<file path="config.mk">
export PLATFORM = sky130hd
export DESIGN_NAME = serial_frame_tx
export DESIGN_NICKNAME = d
export VERILOG_FILES = /design/src/rtl/serial_frame_tx.sv
export SDC_FILE = /design/constraint.sdc
export NUM_CORES = 1
export LEC_CHECK = 0
export CORE_MARGIN = 3
export CORE_UTILIZATION = 30
export CTS_CLUSTER_DIAMETER = 200
export CTS_CLUSTER_SIZE = 40
export DETAILED_ROUTE_END_ITERATION = 8
export PLACE_DENSITY = 0.53
export SLEW_MARGIN = 20
export SYNTH_ARGS = -nofsm -noshare
export SYNTH_HDL_FRONTEND = slang
export SYNTH_SLANG_ARGS = --single-unit
</file>
<file path="constraint.sdc">
create_clock -name clk -period 2.1 [get_ports clk]
set_input_delay 0.315 -clock clk [delete_from_list [all_inputs] [get_ports clk]]
set_output_delay 0.315 -clock clk [all_outputs]
set_load 0.01 [all_outputs]
</file>
<file path="src/rtl/serial_frame_tx.sv">
// ----------------------------------------------------------------------------
// serial_frame_tx
//
// Serial frame transmitter. A parallel word accepted over a valid/ready
// handshake is shifted out on a single line as: start bit (0), WIDTH data
// bits LSB first, an optional even-parity bit, and a stop bit (1). Every bit
// is held on the line for CLKS_PER_BIT clock cycles. The line idles high.
//
// Build option:
//   SERIAL_FRAME_TX_PARITY_EN  when defined, an even-parity bit (XOR of the
//                              data bits) is sent between the last data bit
//                              and the stop bit. The port list is the same
//                              in both builds.
//
// Parameters:
//   WIDTH         data bits per frame (>= 1)
//   CLKS_PER_BIT  clock cycles each bit is held on sout (>= 1)
//
// Ports:
//   clk         rising-edge clock
//   rst         asynchronous active-low reset
//   in_data     word to send, sampled at the handshake edge only
//   in_valid    in_data is valid
//   in_ready    block can accept a word (registered)
//   sout        serial line, idles high (registered)
//   busy        frame in progress (registered)
//   frame_done  one-cycle pulse when a frame's stop bit completes (registered)
// ----------------------------------------------------------------------------
module serial_frame_tx #(
    parameter int unsigned WIDTH        = 8,
    parameter int unsigned CLKS_PER_BIT = 4
) (
    input  logic             clk,
    input  logic             rst,
    input  logic [WIDTH-1:0] in_data,
    input  logic             in_valid,
    output logic             in_ready,
    output logic             sout,
    output logic             busy,
    output logic             frame_done
);

    localparam int unsigned BAUD_W = (CLKS_PER_BIT > 1) ? $clog2(CLKS_PER_BIT) : 1;
    localparam int unsigned BIT_W  = (WIDTH > 1) ? $clog2(WIDTH) : 1;

    localparam logic [BAUD_W-1:0] BAUD_LAST = BAUD_W'(CLKS_PER_BIT - 1);
    localparam logic [BAUD_W-1:0] BAUD_PRE  = BAUD_W'(CLKS_PER_BIT - 2);
    localparam logic [BIT_W-1:0]  BIT_LAST  = BIT_W'(WIDTH - 1);
    localparam logic              ONE_CLK_BIT = (CLKS_PER_BIT == 1);

    localparam logic [2:0] S_IDLE   = 3'd0;
    localparam logic [2:0] S_START  = 3'd1;
    localparam logic [2:0] S_DATA   = 3'd2;
`ifdef SERIAL_FRAME_TX_PARITY_EN
    localparam logic [2:0] S_PARITY = 3'd3;
`endif
    localparam logic [2:0] S_STOP   = 3'd4;

    logic [2:0]        state;
    logic [WIDTH-1:0]  shreg;
`ifdef SERIAL_FRAME_TX_PARITY_EN
    logic              parity_q;
`endif
    logic [BAUD_W-1:0] baud_cnt;
    logic [BIT_W-1:0]  bit_cnt;

    logic bit_end;
    logic accept;

    always_comb begin
        bit_end = (baud_cnt == BAUD_LAST);
        accept  = in_valid & in_ready;
    end

    // in_ready is raised one cycle before the stop bit completes, so a word
    // offered then is accepted on the very edge the stop bit ends: the next
    // start bit follows with no idle gap and frame_done rises on that edge.
    always_ff @(posedge clk or negedge rst) begin
        if (!rst) begin
            state      <= S_IDLE;
            shreg      <= '0;
`ifdef SERIAL_FRAME_TX_PARITY_EN
            parity_q   <= 1'b0;
`endif
            baud_cnt   <= '0;
            bit_cnt    <= '0;
            sout       <= 1'b1;
            in_ready   <= 1'b1;
            busy       <= 1'b0;
            frame_done <= 1'b0;
        end else begin
            frame_done <= (state == S_STOP) && bit_end;

            if (accept) begin
                state    <= S_START;
                shreg    <= in_data;
`ifdef SERIAL_FRAME_TX_PARITY_EN
                parity_q <= ^in_data;
`endif
                baud_cnt <= '0;
                bit_cnt  <= '0;
                sout     <= 1'b0;
                in_ready <= 1'b0;
                busy     <= 1'b1;
            end else begin
                case (state)
                    S_IDLE: begin
                    end

                    S_START: begin
                        if (bit_end) begin
                            baud_cnt <= '0;
                            bit_cnt  <= '0;
                            state    <= S_DATA;
                            sout     <= shreg[0];
                            shreg    <= shreg >> 1;
                        end else begin
                            baud_cnt <= baud_cnt + BAUD_W'(1);
                        end
                    end

                    S_DATA: begin
                        if (bit_end) begin
                            baud_cnt <= '0;
                            if (bit_cnt == BIT_LAST) begin
`ifdef SERIAL_FRAME_TX_PARITY_EN
                                state <= S_PARITY;
                                sout  <= parity_q;
`else
                                state    <= S_STOP;
                                sout     <= 1'b1;
                                in_ready <= ONE_CLK_BIT;
`endif
                            end else begin
                                bit_cnt <= bit_cnt + BIT_W'(1);
                                sout    <= shreg[0];
                                shreg   <= shreg >> 1;
                            end
                        end else begin
                            baud_cnt <= baud_cnt + BAUD_W'(1);
                        end
                    end

`ifdef SERIAL_FRAME_TX_PARITY_EN
                    S_PARITY: begin
                        if (bit_end) begin
                            baud_cnt <= '0;
                            state    <= S_STOP;
                            sout     <= 1'b1;
                            in_ready <= ONE_CLK_BIT;
                        end else begin
                            baud_cnt <= baud_cnt + BAUD_W'(1);
                        end
                    end
`endif

                    S_STOP: begin
                        if (bit_end) begin
                            baud_cnt <= '0;
                            state    <= S_IDLE;
                            busy     <= 1'b0;
                            in_ready <= 1'b1;
                        end else begin
                            baud_cnt <= baud_cnt + BAUD_W'(1);
                            if (!ONE_CLK_BIT && (baud_cnt == BAUD_PRE)) begin
                                in_ready <= 1'b1;
                            end
                        end
                    end

                    default: begin
                        state    <= S_IDLE;
                        baud_cnt <= '0;
                        bit_cnt  <= '0;
                        sout     <= 1'b1;
                        in_ready <= 1'b1;
                        busy     <= 1'b0;
                    end
                endcase
            end
        end
    end

endmodule

</file>
==> results.md, run 1 <==
* Status: finished clean
* Reg2reg setup slack at 0.31 ns
* Max FO, Critical Path at 15
* CTS tree: built
* Post-Place Setup Slack at approximately 0.29 ns
* Clk slew on worst S/H paths at roughly 0.070 ns
* Fin. Hold Viols at 0
* Slew Viols, Final at 0
* #FFs+latches synth at 20
* Port-buffer cells at 14
* Worst flop-to-flop path endpoint: shreg[2]$_DFFE_PN0P_
* Share of synthesized cell area in full adder, half adder and majority cells at 0.0455
* Syn avg cell area at just over 10 sq um
* Critical Path RT at 2.21 ns
* Crit path DAT at 1.90 ns
* Hold Crit Class: primary input to async pin
* Rel. slew slack at 0.619
* GR Overflow Total at 0
* Area delta synth->final at 21.2%
* Die Y at around 67 um
* Routed WL at between 1.5 and 2 mm
* Fin Clk Skew at between 0.0007 and 0.0008 ns
* Post-CTS Resized at 0
* H-tree depth at 1
* CTS root buf: clkbuf_8
* Synth Area in Compound Gates at 0.172
* Reg area at between 500 and 600 sq um
* Routability cong. at a little under 0.8
* Tmin final at around 1.8 ns
* Largest family of logic cells by synthesized area: compound AO/OA/AOI/OAI gates
* Die width at roughly 67 um
* DPL Wire Length at roughly 1.5 mm
* Synth unique cells at 34
* Post-synth EDFFs at 0
* Count leader, synth: dfrtp_1
* DRC Markers at 0
* Synth top area cells: dfrtp_1, mux2i_1, dfstp_2, ha_1, o21ai_0
* Cell Rows at 21
* Initial detailed-routing violation count at 26
* Setup TNS at 0 ns
* Synth area leader: dfrtp_1
* Cells after Synth at approximately 110
* Clock latency on the worst-skew pair at about 0.25 ns
* Setup bufs post-CTS at 0
* Total CTS buffers at 3
* Overall via count from detail_route at 798
* Max IR drop VDD at 0.602 mV
* PwrDens at roughly 1300 nW/um^2
* Simple-Gate Fraction of Synth Area at 0.171
* Syn_nets at between 100 and 150
* Cells on worst reg2reg path at 5
* Initial core utilization at 0.320
* Most frequent cells after synthesis: dfrtp_1, o21ai_0, mux2i_1
* First-pass GRT wire length at roughly 3.6 mm
* Top_reg_cell synth: dfrtp_1
* N_diodes at 0
* I/O pin count at 15
* Tightest Pin Transition at between 0.5 and 0.6 ns
* Fraction of synthesized area in multiplexers at 0.0922
* RR Startpoint: bit_cnt[0]$_DFFE_PN0P_
* Yosys top cell area share at 0.410
* CTS Hold Bufs at 0
* Pleak at 0.000572 uW
* Die ar. at about 4400 sq um
* WL/cell at 11.9 um
* Multi-input logic area at roughly 530 sq um
* Share of post-route cells with drive strength above 1 at 0.156
* Setup WS post-layout at approximately 0.31 ns
* Pin count of the biggest net entering global routing at 21
* Critical path launch point type: flop
* Antenna-violating nets left at 0
* Asr flop ratio synth at 1.00
* Register area share after synthesis at 0.457
* CP Class: flop to flop
* XOR/XNOR Fraction of Synth Area at 0
* Total Routing Usage GR at 0.107
* Nets at roughly 140
* Vias/cell at roughly 4.8
* Setup violations, final at 0
* Vias in the first global route at 775
* CP endpoint kind: flop
* Clk sinks at 20
* Initial antenna violation count at 0
* Max_cap viols at 0
* Clock tree buffer depth at 2
* Synth Cell Area at between 1000 and 1500 sq um
* Fillcell total at around 360
* RSZ-0062 raised after global routing: false
* First-pass iteration count of the detailed router at 3
* Yosys synthesis warning count at 0
* Fmax at 559 MHz
* Core footprint at roughly 3400 sq um
* Share of the clock period used by the worst path at 0.851
-- layout by cell type (no fill, tap or decap), drive strengths merged --
cell / count
a21oi: 6
a221oi: 1
a22o: 3
a22oi: 1
a311oi: 1
a31o: 1
a32oi: 1
and2: 2
and2b: 4
and3: 1
buf: 4
clkbuf: 4
clkdlybuf4s50: 14
dfrtp: 18
dfstp: 2
ha: 4
inv: 5
mux2: 1
mux2i: 9
nand2: 8
nand2b: 1
nor2: 7
nor2b: 1
nor3: 5
nor3b: 2
o21ai: 12
o2bb2ai: 1
or2: 1
or3: 2
-- worst max-delay path: stages, from the launching register on --
cell and delay (ns):
dfrtp_1 0.36, ha_1 0.16, ha_1 0.27, nor3b_2 0.10, a221oi_4 0.57, o21ai_0 0.19
-- metrics by stage --
stage / hold WS, ns / std cells / total power, uW / cell area [sq um] / utilization
3_5_place_dp: 0.472 / 164 / 1440 / 1280 / 0.371
5_1_grt: 0.416 / 168 / 1870 / 1330 / 0.387
6_report: 0.397 / 168 / 1710 / 1330 / 0.387
2_1_floorplan: 0.0194 / 107 / 1260 / 1100 / -
3_3_place_gp: 0.466 / 164 / 1430 / 1280 / 0.371
4_1_cts: 0.408 / 168 / 1740 / 1330 / 0.387
-- final cells by class --
class / instances / share of cell area
repair buffers: 18 / 0.128
well taps: 46 / 0.0432
multi-input cells: 75 / 0.396
inverters: 5 / 0.0141
clock buffers: 4 / 0.0413
flip-flops and latches: 20 / 0.377
-- worst max path at each step --
stage                             from                     end
5_1_grt         bit_cnt[0]$_DFFE_PN0P_    shreg[1]$_DFFE_PN0P_
3_5_place_dp    bit_cnt[0]$_DFFE_PN0P_    shreg[2]$_DFFE_PN0P_
3_3_place_gp                  in_valid  bit_cnt[0]$_DFFE_PN0P_
6_report        bit_cnt[0]$_DFFE_PN0P_    shreg[2]$_DFFE_PN0P_
2_1_floorplan  baud_cnt[0]$_DFFE_PN0P_    shreg[3]$_DFFE_PN0P_
4_1_cts         bit_cnt[0]$_DFFE_PN0P_    shreg[2]$_DFFE_PN0P_
-- sequential cells by signal, summed over array words and instances, names as in the netlist --
name	cells
shreg	8
bit_cnt	3
state	3
baud_cnt	2
busy	1
frame_done	1
in_ready	1
sout	1
-- cell families (layout without fill, tap and decap cells) --
logic type / after synthesis / in the layout
AO/OA/AOI/OAI: 27 / 27
adder cells (fa/ha/maj): 4 / 4
buffers and inverters: 12 / 27
flip-flops: 20 / 20
multiplexers: 10 / 10
AND/OR/NAND/NOR: 34 / 34
-- routing by layer --
metal,GRT usage,part of all wire,vias to the layer above,wire length (um)
met5,0,0,-,0
met4,0.0228,0.0095,0,19
met3,0.0422,0.056,2,111
met2,0.170,0.48,15,961
met1,0.136,0.45,375,906
li1,-,-,406,-
-- power by group --
part | internal, uW | switching (uW)
logic | 389 | 374
clock network | 167 | 122
registers | 532 | 126
total | 1090 | 622
(Power assumes the default switching activity.)
==> run 2: changes to the inputs <==
MAX_ROUTING_LAYER = met4   (was not set)
==> run 2 against run 1 <==
Sequential cell count unchanged; combinational power about the same; fmax about the same; non-clock buffer count unchanged; design area unchanged; routed wire length up 0.30%; global-route usage up 0.28 points; die area unchanged; critical path type unchanged; first-iteration DRC count up 7.7%; sequential share of layout area unchanged; critical path depth unchanged; critical endpoint unchanged.
==> results.md, run 2 (synthesized netlist as in run 1, its figures left out) <==
* Die width at roughly 67 um
* Critical Path RT at roughly 2.2 ns
* Initial core utilization at 0.320
* CP endpoint kind: flop
* Vias/cell at 4.74
* I/O pin count at 15
* Clk slew on worst S/H paths at approximately 0.07 ns
* CP Class: flop to flop
* Most frequent CP cell: ha_1
* Core footprint at approximately 3400 sq um
* Total Routing Usage GR at 0.109
* Share of post-route cells with drive strength above 1 at 0.156
* Fin Clk Skew at 0.000710 ns
* Area delta synth->final at 21.2%
* CTS tree: built
* Pin count of the biggest net entering global routing at 21
* Initial antenna violation count at 0
* Cell Rows at 21
* Max FO, Critical Path at 15
* RR Startpoint: bit_cnt[0]$_DFFE_PN0P_
* DRC Markers at 0
* Max_cap viols at 0
* Post-Route Utilization at 0.387
* CP delay by family, top: compound AO/OA/AOI/OAI gates
* Internal Pwr Total at about 1100 uW
* Share of the clock period used by the worst path at 0.852
* Vias in the first global route at 777
* Setup bufs post-CTS at 0
* H-tree depth at 1
* Commonest non-fill, non-tap cell in the layout: dfrtp_1
* Setup TNS at 0 ns
* CTS root buf: clkbuf_8
* Nets at 138
* Post-CTS Resized at 0
* Part of the power in combinational logic at 0.446
* Pleak at around 0.00057 uW
* GR Overflow Total at 0
* RSZ-0062 raised after global routing: false
* Most frequent cells in the layout: dfrtp_1, clkdlybuf4s50_1, o21ai_0, mux2i_1, nand2_1
* First-pass iteration count of the detailed router at 3
* Fmax at ~560 MHz
* Port-buffer cells at 14
* Tot Pwr at about 1700 uW
* N_diodes at 0
* Crit path DAT at around 1.9 ns
* Initial detailed-routing violation count at 28
* Tightest Pin Transition at between 0.5 and 0.6 ns
* Die ar. at 4430 sq um
* Overall via count from detail_route at 797
* Clk sinks at 20
* Biggest regs: shreg x8, bit_cnt x3, state x3
* CTS Hold Bufs at 0
* Flop pwr share at 0.385
* Clock Power Share at 0.169
* CP peak stage delay at about 0.57 ns
* Antenna-violating nets left at 0
* Worst path buffer plus inverter count at 0
* WL/cell at ~12 um
* Worst-path cell chain: ha_1 -> ha_1 -> nor3b_2 -> a221oi_4 -> o21ai_0
* Biggest register: shreg
* Hold Crit Class: primary input to async pin
* Max IR drop VDD at between 0.6 and 0.7 mV
* Slew Viols, Final at 0
* Setup violations, final at 0
* Total CTS buffers at 3
* Tmin final at 1.79 ns
* Net Sw Power at 623 uW
* First-pass GRT wire length at approximately 3.6 mm
* Routed WL at roughly 2 mm
* Fin. Hold Viols at 0
* Rel. slew slack at 0.618
* PwrDens at around 1300 nW/um^2
* Die Y at ~67 um
* Critical path launch point type: flop
* Worst setup path start: bit_cnt[0]$_DFFE_PN0P_
* Sw frac at 0.364
* Largest register FFs at 8
* Clock tree buffer depth at 2
* DPL Wire Length at roughly 1.5 mm
* Slowest CP cell: a221oi_4
* Clock latency on the worst-skew pair at approximately 0.25 ns
* Status: finished clean
* Routability cong. at between 0.7 and 0.8
[run 2: metrics by stage]
step	worst slack, ns	hold WS, ns	area (sq um)	cells
floorplan	0.504	0.0194	1100	107
global placement	0.353	0.466	1280	164
detailed placement	0.286	0.472	1280	164
CTS	0.261	0.408	1330	168
global route	0.114	0.416	1330	168
finish	0.312	0.397	1330	168
[run 2: worst paths after layout]
check | depth (start not counted) | end | slack, ns
max | 5 | shreg[2]$_DFFE_PN0P_ | 0.31
min | 2 | state[0]$_DFFE_PN0P_ | 0.40
max reg2reg | 5 | shreg[2]$_DFFE_PN0P_ | 0.31
min reg2reg | 2 | shreg[0]$_DFFE_PN0P_ | 0.48
max in group asynchronous | 2 | sout$_DFFE_PN1P_ | 1.44
min in group clk | 2 | shreg[0]$_DFFE_PN0P_ | 0.48
[run 2: worst register-to-register path, delay by kind of cell (launching register included)]
kind                     cells  cell delay (ns)
AO/OA/AOI/OAI                2             0.77
flip-flops                   1             0.36
adder cells (fa/ha/maj)      2             0.43
AND/OR/NAND/NOR              1             0.10
[run 2: per-layer routing]
layer | share of wire | global-route usage
met1 | 0.46 | 0.137
met2 | 0.48 | 0.170
met3 | 0.049 | 0.0405
met4 | 0.0095 | 0.0228
met5 | 0 | -
[run 2: power by group through the flow]
| stage | Sequential, uW | Combinational, uW | Clock, uW |
|---|---|---|---|
| after floorplan | 617 | 645 | 0 |
| after global placement | 668 | 763 | 0 |
| after detailed placement | 668 | 773 | 0 |
| after CTS | 661 | 778 | 298 |
| after global routing | 685 | 868 | 321 |
| final | 659 | 763 | 289 |
[run 2: layout make-up]
cell class                 count  area, sq um
clock buffer                   4         55.1
tap                           46         57.6
fill                         364         2110
multi-input combinational     75          528
inverter                       5         18.8
sequential                    20          503
timing repair buffer          18          170
==> run 3: changes to the inputs <==
CAP_MARGIN = 15   (was not set)
PLACE_DENSITY = not set   (was 0.53)
==> run 3 against run 2 <==
Sequential share of layout area down 0.14 points; global-route usage down 0.23 points; cell count fell by 0.60%; die area did not move; critical endpoint is now shreg[7]$_DFFE_PN0P_; largest cell class unchanged.
==> results.md, run 3 (synthesized netlist as in run 1, its figures left out) <==
* Status: finished clean
* Port-buffer cells at 14
* Core footprint at around 3400 sq um
* Rel. slew slack at 0.729
* Clk sinks at 20
* Dpl cells at approximately 160
* Post-Route Utilization at 0.389
* First-pass iteration count of the detailed router at 4
* Biggest regs: shreg x8, bit_cnt x3, state x3
* Hold Crit Class: primary input to async pin
* Largest register FFs at 8
* Post-CTS Resized at 0
* I/O pin count at 15
* Slowest CP cell: dfrtp_1
* Setup TNS at 0 ns
* Nets at around 140
* Max_cap viols at 0
* Setup violations, final at 0
* Tot Pwr at ~1700 uW
* Finished Layout Cells at approximately 170
* Fin. Hold Viols at 0
* Pleak at 0.000568 uW
* Slew Viols, Final at 0
* Area delta synth->final at 21.6%
* Die width at around 67 um
* Routability cong. at approximately 0.8
* DPL Wire Length at 1.45 mm
* Reg2reg setup slack at 0.39 ns
* CTS root buf: clkbuf_8
* Max IR drop VDD at 0.521 mV
* Hold_ws at 0.408 ns
* DRC Markers at 0
* Clock latency on the worst-skew pair at ~0.26 ns
* Crit path DAT at approximately 1.9 ns
* Overall via count from detail_route at 796
* CTS Hold Bufs at 0
* Biggest register: shreg
* Vias/cell at between 4 and 5
* Max FO, Critical Path at 15
* Critical path launch point type: flop
* Vias in the first global route at 792
* H-tree depth at 1
* Share of the clock period used by the worst path at 0.815
* RSZ-0062 raised after global routing: false
* Initial detailed-routing violation count at 15
* Die Y at between 60 and 70 um
* CP delay by family, top: adder cells
* Tightest Pin Transition at approximately 0.41 ns
* Worst path buffer plus inverter count at 1
* Most frequent CP cell: ha_1
* Most frequent cells in the layout: dfrtp_1, clkdlybuf4s50_1, o21ai_0, mux2i_1, nand2_1
* Setup bufs post-CTS at 0
* First-pass GRT wire length at 3.52 mm
* Critical Path RT at around 2.3 ns
* Routed WL at about 2.0 mm
* WL/cell at roughly 12 um
* Initial antenna violation count at 0
* CP Class: flop to flop
* Cells on worst reg2reg path at 6
* Clk slew on worst S/H paths at 0.08 ns
* GR Overflow Total at 0
* CTS tree: built
* Die ar. at between 4000 and 5000 sq um
* RR Startpoint: bit_cnt[0]$_DFFE_PN0P_
* Worst-path cell chain: ha_1 -> ha_1 -> nor3b_2 -> a221oi_4 -> buf_4 -> a22o_1
* Total CTS buffers at 3
* Commonest non-fill, non-tap cell in the layout: dfrtp_1
* Pin count of the biggest net entering global routing at 21
* Clock tree buffer depth at 2
* Antenna-violating nets left at 0
* Tmin final at between 1.5 and 2 ns
* Fin Clk Skew at approximately 0.0057 ns
* Fmax at ~580 MHz
* CP endpoint kind: flop
* Worst flop-to-flop path endpoint: shreg[7]$_DFFE_PN0P_
* Total Routing Usage GR at 0.107
* PwrDens at between 1000 and 1500 nW/um^2
* Share of post-route cells with drive strength above 1 at 0.149
* Cell Rows at 21
* N_diodes at 0
* Initial core utilization at 0.320
* CP peak stage delay at ~0.39 ns
==> run 3: through the flow <==
| step | setup WS (ns) | cell area [sq um] |
|---|---|---|
| floorplan | 0.504 | 1100 |
| CTS | 0.367 | 1340 |
| detailed placement | 0.319 | 1280 |
| global placement | 0.368 | 1280 |
| finish | 0.389 | 1340 |
| global route | 0.272 | 1340 |
==> run 3: worst register-to-register path, cell delays in order (launching register included) <==
cell and delay [ns]:
dfrtp_1 0.39, ha_1 0.20, ha_1 0.27, nor3b_2 0.28, a221oi_4 0.10, buf_4 0.19
a22o_1 0.19
==> run 3: cell type report <==
type	count	area (sq um)
clock buffer	4	55.1
inverter	5	18.8
multi-input combinational	75	528
timing repair buffer	17	175
sequential	20	503
tap	46	57.6
fill	341	2100
==> run 3: report_power, final <==
group,leakage [uW],total (uW),internal (uW),switching (uW)
combinational,0.000284,775,399,376
sequential,0.000256,659,532,126
clock,0.0000288,291,167,124
total,0.000568,1720,1100,626
==> run 3: layer usage <==
| metal | vias to the layer above | GRT usage | wire length [um] |
|---|---|---|---|
| li1 | 403 | - | - |
| met1 | 377 | 0.130 | 980 |
| met2 | 14 | 0.170 | 959 |
| met3 | 2 | 0.0304 | 71 |
| met4 | 0 | 0.0381 | 30 |
| met5 | - | - | 0 |
==> run 3: worst max path at each step <==
stage,from,to,slack (ns),depth (start not counted)
after CTS,bit_cnt[0]$_DFFE_PN0P_,shreg[6]$_DFFE_PN0P_,0.37,6
after floorplan,baud_cnt[0]$_DFFE_PN0P_,shreg[3]$_DFFE_PN0P_,0.50,6
after global placement,in_valid,shreg[7]$_DFFE_PN0P_,0.37,6
final,bit_cnt[0]$_DFFE_PN0P_,shreg[7]$_DFFE_PN0P_,0.39,6
after global routing,baud_cnt[0]$_DFFE_PN0P_,shreg[6]$_DFFE_PN0P_,0.27,5
after detailed placement,in_valid,shreg[6]$_DFFE_PN0P_,0.32,6
